--- src/rtl/sim_end_monitor.sv ---
// sim_end_monitor: watches tohost stores for a sticky pass/fail/timeout verdict and counts RUN cycles and instret.
// The verdict shows 1 cycle after the qualifying store and the monitor never stalls the core. Optional console: MON_CONSOLE_EN.
module sim_end_monitor #(
  parameter logic [31:0] TOHOST_ADDR    = 32'h0000_0100,
  parameter int unsigned TIMEOUT_CYCLES = 10000,
  parameter int          CNT_W          = 32
) (
  input  logic             clk,
  input  logic             reset_n,
  input  logic             dmem_we,
  input  logic [31:0]      dmem_addr,
  input  logic [31:0]      dmem_wdata,
  input  logic             wb_valid,
  output logic             done,
  output logic             pass,
  output logic             fail,
  output logic             timeout,
  output logic [30:0]      fail_code,
  output logic [CNT_W-1:0] cycle_count,
  output logic [CNT_W-1:0] instret_count,
  output logic             con_valid,
  output logic [7:0]       con_data
);

  typedef enum logic [1:0] {ST_RUN, ST_PASS, ST_FAIL, ST_TIMEOUT} state_t;

  // Last RUN cycle value before expiry; the expiring edge still counts, so TIMEOUT reads N.
  localparam logic [CNT_W-1:0] LP_TO_LAST =
    (TIMEOUT_CYCLES == 0) ? '0 : CNT_W'(TIMEOUT_CYCLES - 1);

  state_t            r_state;
  state_t            w_state_nxt;
  logic              w_fail_latch;
  logic              w_run;
  logic              w_hit;
  logic              w_wd_exp;
  logic [CNT_W-1:0]  r_cycle;
  logic [CNT_W-1:0]  r_instret;
  logic [30:0]       r_fail_code;

  assign w_run    = (r_state == ST_RUN);
  assign w_hit    = dmem_we && (dmem_addr == TOHOST_ADDR);
  assign w_wd_exp = (TIMEOUT_CYCLES != 0) && (r_cycle == LP_TO_LAST);

  always_ff @(posedge clk or negedge reset_n) begin
    if (!reset_n) r_state <= ST_RUN;
    else          r_state <= w_state_nxt;
  end

  // A tohost hit outranks a same-cycle watchdog expiry; even-valued stores are ignored.
  always_comb begin
    w_state_nxt  = r_state;
    w_fail_latch = 1'b0;
    case (r_state)
      ST_RUN: begin
        if (w_hit && (dmem_wdata == 32'h1)) begin
          w_state_nxt = ST_PASS;
        end else if (w_hit && dmem_wdata[0]) begin
          w_state_nxt  = ST_FAIL;
          w_fail_latch = 1'b1;
        end else if (w_wd_exp) begin
          w_state_nxt = ST_TIMEOUT;
        end
      end
      default: w_state_nxt = r_state;
    endcase
  end

  always_ff @(posedge clk or negedge reset_n) begin
    if (!reset_n) begin
      r_cycle     <= '0;
      r_instret   <= '0;
      r_fail_code <= '0;
    end else begin
      if (w_run) begin
        if (r_cycle != '1) r_cycle <= r_cycle + CNT_W'(1);
        if (wb_valid && (r_instret != '1)) r_instret <= r_instret + CNT_W'(1);
      end
      if (w_fail_latch) r_fail_code <= dmem_wdata[31:1];
    end
  end

`ifdef MON_CONSOLE_EN
  logic       w_con_hit;
  logic       r_con_valid;
  logic [7:0] r_con_data;

  assign w_con_hit = w_run && dmem_we && (dmem_addr == TOHOST_ADDR + 32'd4);

  always_ff @(posedge clk or negedge reset_n) begin
    if (!reset_n) begin
      r_con_valid <= 1'b0;
      r_con_data  <= 8'h00;
    end else begin
      r_con_valid <= w_con_hit;
      if (w_con_hit) r_con_data <= dmem_wdata[7:0];
    end
  end

  assign con_valid = r_con_valid;
  assign con_data  = r_con_data;
`else
  assign con_valid = 1'b0;
  assign con_data  = 8'h00;
`endif

  assign done          = !w_run;
  assign pass          = (r_state == ST_PASS);
  assign fail          = (r_state == ST_FAIL);
  assign timeout       = (r_state == ST_TIMEOUT);
  assign fail_code     = r_fail_code;
  assign cycle_count   = r_cycle;
  assign instret_count = r_instret;

endmodule
--- config.mk ---
export PLATFORM = sky130hd
export DESIGN_NAME = sim_end_monitor
export DESIGN_NICKNAME = d
export VERILOG_FILES = /design/src/rtl/sim_end_monitor.sv
export SDC_FILE = /design/constraint.sdc
export NUM_CORES = 1
export LEC_CHECK = 0
export BUFFER_PORTS_ARGS = -buffer_cell sky130_fd_sc_hd__buf_2
export CAP_MARGIN = 0
export CORE_MARGIN = 5
export CORE_UTILIZATION = 49
export CTS_CLUSTER_DIAMETER = 50
export DETAILED_ROUTE_END_ITERATION = 10
export GPL_ROUTABILITY_DRIVEN = 0
export PLACE_DENSITY = 0.91
export SYNTH_ARGS = -nofsm -noshare
export SYNTH_HDL_FRONTEND = slang
export SYNTH_SLANG_ARGS = --single-unit
--- constraint.sdc ---
create_clock -name clk -period 2.65 [get_ports clk]
set_input_delay 0.6625 -clock clk [delete_from_list [all_inputs] [get_ports clk]]
set_output_delay 0.6625 -clock clk [all_outputs]
set_load 0.005 [all_outputs]
==> results.sh <==
export IMPL_first_global_vias=4103
export IMPL_hold_slack_ns=0.258
export IMPL_path_clk_slew_ns=0.09
export IMPL_worstSetupStartpoint="dmem_addr[15]"
export IMPL_vias_per_cell=5.38
export IMPL_worstSetupEndpointType="register"
export IMPL_slew_viol_final=0
export IMPL_grt_max_degree=41
export IMPL_outcome="completed"
export IMPL_drt_first_pass_iters=4
export IMPL_num_fill_cells=777
export IMPL_synth_edf_count=0
export IMPL_num_vias=3917
export IMPL_crit_type="in -> reg"
export IMPL_ys_warn_count=0
export IMPL_die_h_um=108
export IMPL_die_width_um=108
export IMPL_drv_cap=0
export IMPL_reg2regPathDepth=6
export IMPL_nets=667
export IMPL_crit_end="fail_code[2]$_DFFE_PN0P_"
export IMPL_p_per_area_nw_per_um2=443
export IMPL_antenna_found_initial=0
export IMPL_synthFlopType="dfrtp_1"
export IMPL_r2r_end="cycle_count[1]$_DFFE_PN0P_"
export IMPL_rsz0062_at_grt="no"
export IMPL_portBuffers=166
export IMPL_synth_distinct_cells=44
export IMPL_n_antenna_cell=0
export IMPL_drt_wl_total_um=12100
export IMPL_synth_ff_latch_count=97
export IMPL_required_ns=2.88
export IMPL_drc=0
export IMPL_cts_tree="yes"
export IMPL_period_minus_slack_ns=2.40
export IMPL_finalHoldViolations=0
export IMPL_stdcell_count=728
export IMPL_clockRootBuffer="clkbuf_8"
export IMPL_cts_sinks=97
export IMPL_ctsLongestPathBuffers=2
export IMPL_fmax_mhz=417
export IMPL_synthCells=422
export IMPL_reg2reg_from="cycle_count[0]$_DFFE_PN0P_"
export IMPL_ir_drop_uv=296
export IMPL_p_leak_nw=3.21
export IMPL_grt_pass1_wl_um=20100
export IMPL_detail_route_wl_per_cell_um=16.6
export IMPL_synth_top_area_share=0.519
export IMPL_setup_violations=0
export IMPL_core_um2=9280
export IMPL_drt_iter0_drc=288
export IMPL_period_share=0.904
export IMPL_ff_latch_area_um2=2430
export IMPL_synth_top_area_cell="dfrtp_1"
export IMPL_ant_nets=0
export IMPL_cts_setup_buffers=0
export IMPL_cts_resized=0
export IMPL_crit_arrival_ns=2.63
export IMPL_placementRows=35
export IMPL_ctsHoldBuffers=0
export IMPL_drive_gt1_frac=0.376
export IMPL_hpwl_um=9450
export IMPL_place_ws_ns=-0.109
export IMPL_ys_seq_area_frac=0.519
export IMPL_pin_count=176
export IMPL_synthesis_area_um2=4680
export IMPL_ys_top_cells_by_area="dfrtp_1 (52%), xor2_1 (7.1%), mux2_2 (7.0%), xnor2_1 (4.3%), nand4_1 (3.9%)"
export IMPL_syn_area_per_cell_um2=11.1
export IMPL_fin_ws_ns=0.255
export IMPL_design_die_area_um2=11600
export IMPL_cp_max_fo=30
export IMPL_max_slew_margin=0.652
export IMPL_htreeDepth=3
export IMPL_synth_async_reset_ratio=1.00
export IMPL_tightest_slew_ns=0.517
export IMPL_initial_core_util=0.504
export IMPL_syn2layout_area_growth_pct=25.4
export IMPL_track_usage=0.215
export IMPL_overflow=0
export IMPL_dp_cells=715
export IMPL_rrSetupSlack_ns=0.38
export IMPL_fin_tns_setup_ns=0
export IMPL_clock_skew_ns=0.00834
export IMPL_insertion_delay_ns=0.34
export IMPL_multi_input_area_um2=2120
export IMPL_start_kind="input pin"
export IMPL_hp_class="in -> async"
export IMPL_numCtsBuffers=9
## worst min path at each step
stage / from / end / cells after the start
6_report: reset_n / instret_count[10]$_DFFE_PN0P_ / 1
5_1_grt: reset_n / instret_count[11]$_DFFE_PN0P_ / 1
4_1_cts: reset_n / instret_count[11]$_DFFE_PN0P_ / 1
3_5_place_dp: instret_count[16]$_DFFE_PN0P_ / instret_count[16]$_DFFE_PN0P_ / 1
3_3_place_gp: fail_code[0]$_DFFE_PN0P_ / fail_code[0]$_DFFE_PN0P_ / 1
2_1_floorplan: reset_n / cycle_count[0]$_DFFE_PN0P_ / 0
## worst max-delay path: stages
cell and delay, ns:
buf_2 0.10, nor4b_1 0.41, nand4_1 0.18, nor3_1 0.30
nor4b_4 0.34, buf_12 0.24, mux2_2 0.37
## sequential cells by signal, summed over array words and instances, names as in the netlist
name and cells:
cycle_count 32, instret_count 32, fail_code 31, r_state 2
## Yosys cell counts (2+ instances only)
| library cell | instances |
|---|---|
| dfrtp_1 | 97 |
| nor2_1 | 38 |
| xor2_1 | 38 |
| mux2_2 | 29 |
| nand4_1 | 29 |
| nand2_1 | 28 |
| nand3_1 | 25 |
| xnor2_1 | 23 |
| nor4_1 | 22 |
| nor3_1 | 14 |
| buf_4 | 13 |
| and3_1 | 7 |
| and4_1 | 7 |
| inv_1 | 6 |
| clkbuf_1 | 4 |
| mux2_1 | 3 |
| or4_1 | 3 |
| a21o_1 | 2 |
| and2_1 | 2 |
| buf_6 | 2 |
| ha_1 | 2 |
| nor2b_1 | 2 |
| nor3b_1 | 2 |
| nor4_4 | 2 |
| nor4b_1 | 2 |
| o21ai_0 | 2 |
## metal layers
layer | vias to the layer above | global-route usage | wire length, um | share of wire
met5 | - | 0 | 0 | 0
met4 | 0 | 0.0748 | 240 | 0.020
met3 | 25 | 0.0468 | 842 | 0.070
met2 | 168 | 0.352 | 6070 | 0.50
met1 | 1892 | 0.283 | 4930 | 0.41
li1 | 1832 | - | - | -
## cell type report
cell class              count  share of cell area
well taps                 129              0.0275
inverters                   7             0.00448
clock inverters             3              0.0115
repair buffers            175               0.158
clock buffers              10              0.0235
multi-input cells         307               0.362
flip-flops and latches     97               0.414
## power breakdown
| group | internal, mW | total, mW | switching, mW |
|---|---|---|---|
| combinational | 0.0435 | 0.102 | 0.0580 |
| sequential | 1.48 | 1.48 | 0.0000000000267 |
| clock | 0.543 | 1.02 | 0.477 |
| total | 2.06 | 2.60 | 0.535 |
## layout by cell type, fill, tap and decap left out, drive strengths merged
cell      Yosys  routed
buf          15     175
dfrtp        97      97
nor2         38      38
xor2         38      38
mux2         33      33
nand4        30      30
nand2        28      28
nand3        25      25
nor4         25      25
xnor2        23      23
nor3         14      14
clkbuf        4      10
conb          1       9
and4          7       7
and3          7       7
inv           6       6
or4           3       3
nor4b         3       3
o21ai         3       3
nor2b         2       2
and2          2       2
nor3b         2       2
a21o          2       2
ha            2       2
bufinv        0       2
or3b          2       2
clkinv        1       1
or3           1       1
o211a         1       1
a31oi         1       1
o31ai         1       1
o31a          1       1
nand2b        1       1
nand3b        1       1
or2           1       1
a211o         1       1
clkinvlp      0       1
## cell families (layout without fill, tap and decap cells)
| family | Yosys count | count (layout) | synth area share |
|---|---|---|---|
| simple gates | 192 | 192 | 0.231 |
| mux | 33 | 33 | 0.0802 |
| other cells | 1 | 9 | 0.000801 |
| xor+xnor | 61 | 61 | 0.114 |
| compound gates | 10 | 10 | 0.0152 |
| buf+inv | 26 | 195 | 0.0345 |
| flops | 97 | 97 | 0.519 |
| fa+ha+maj | 2 | 2 | 0.00535 |
## metrics by stage
step	cell area [um2]	utilization	power, mW
4_1_cts	5870	0.632	2.63
2_1_floorplan	4710	-	1.53
6_report	5870	0.632	2.60
3_5_place_dp	5660	0.610	1.61
5_1_grt	5870	0.632	2.70
3_3_place_gp	5660	0.610	1.61
Note: power is estimated with default switching activity, not from simulation.
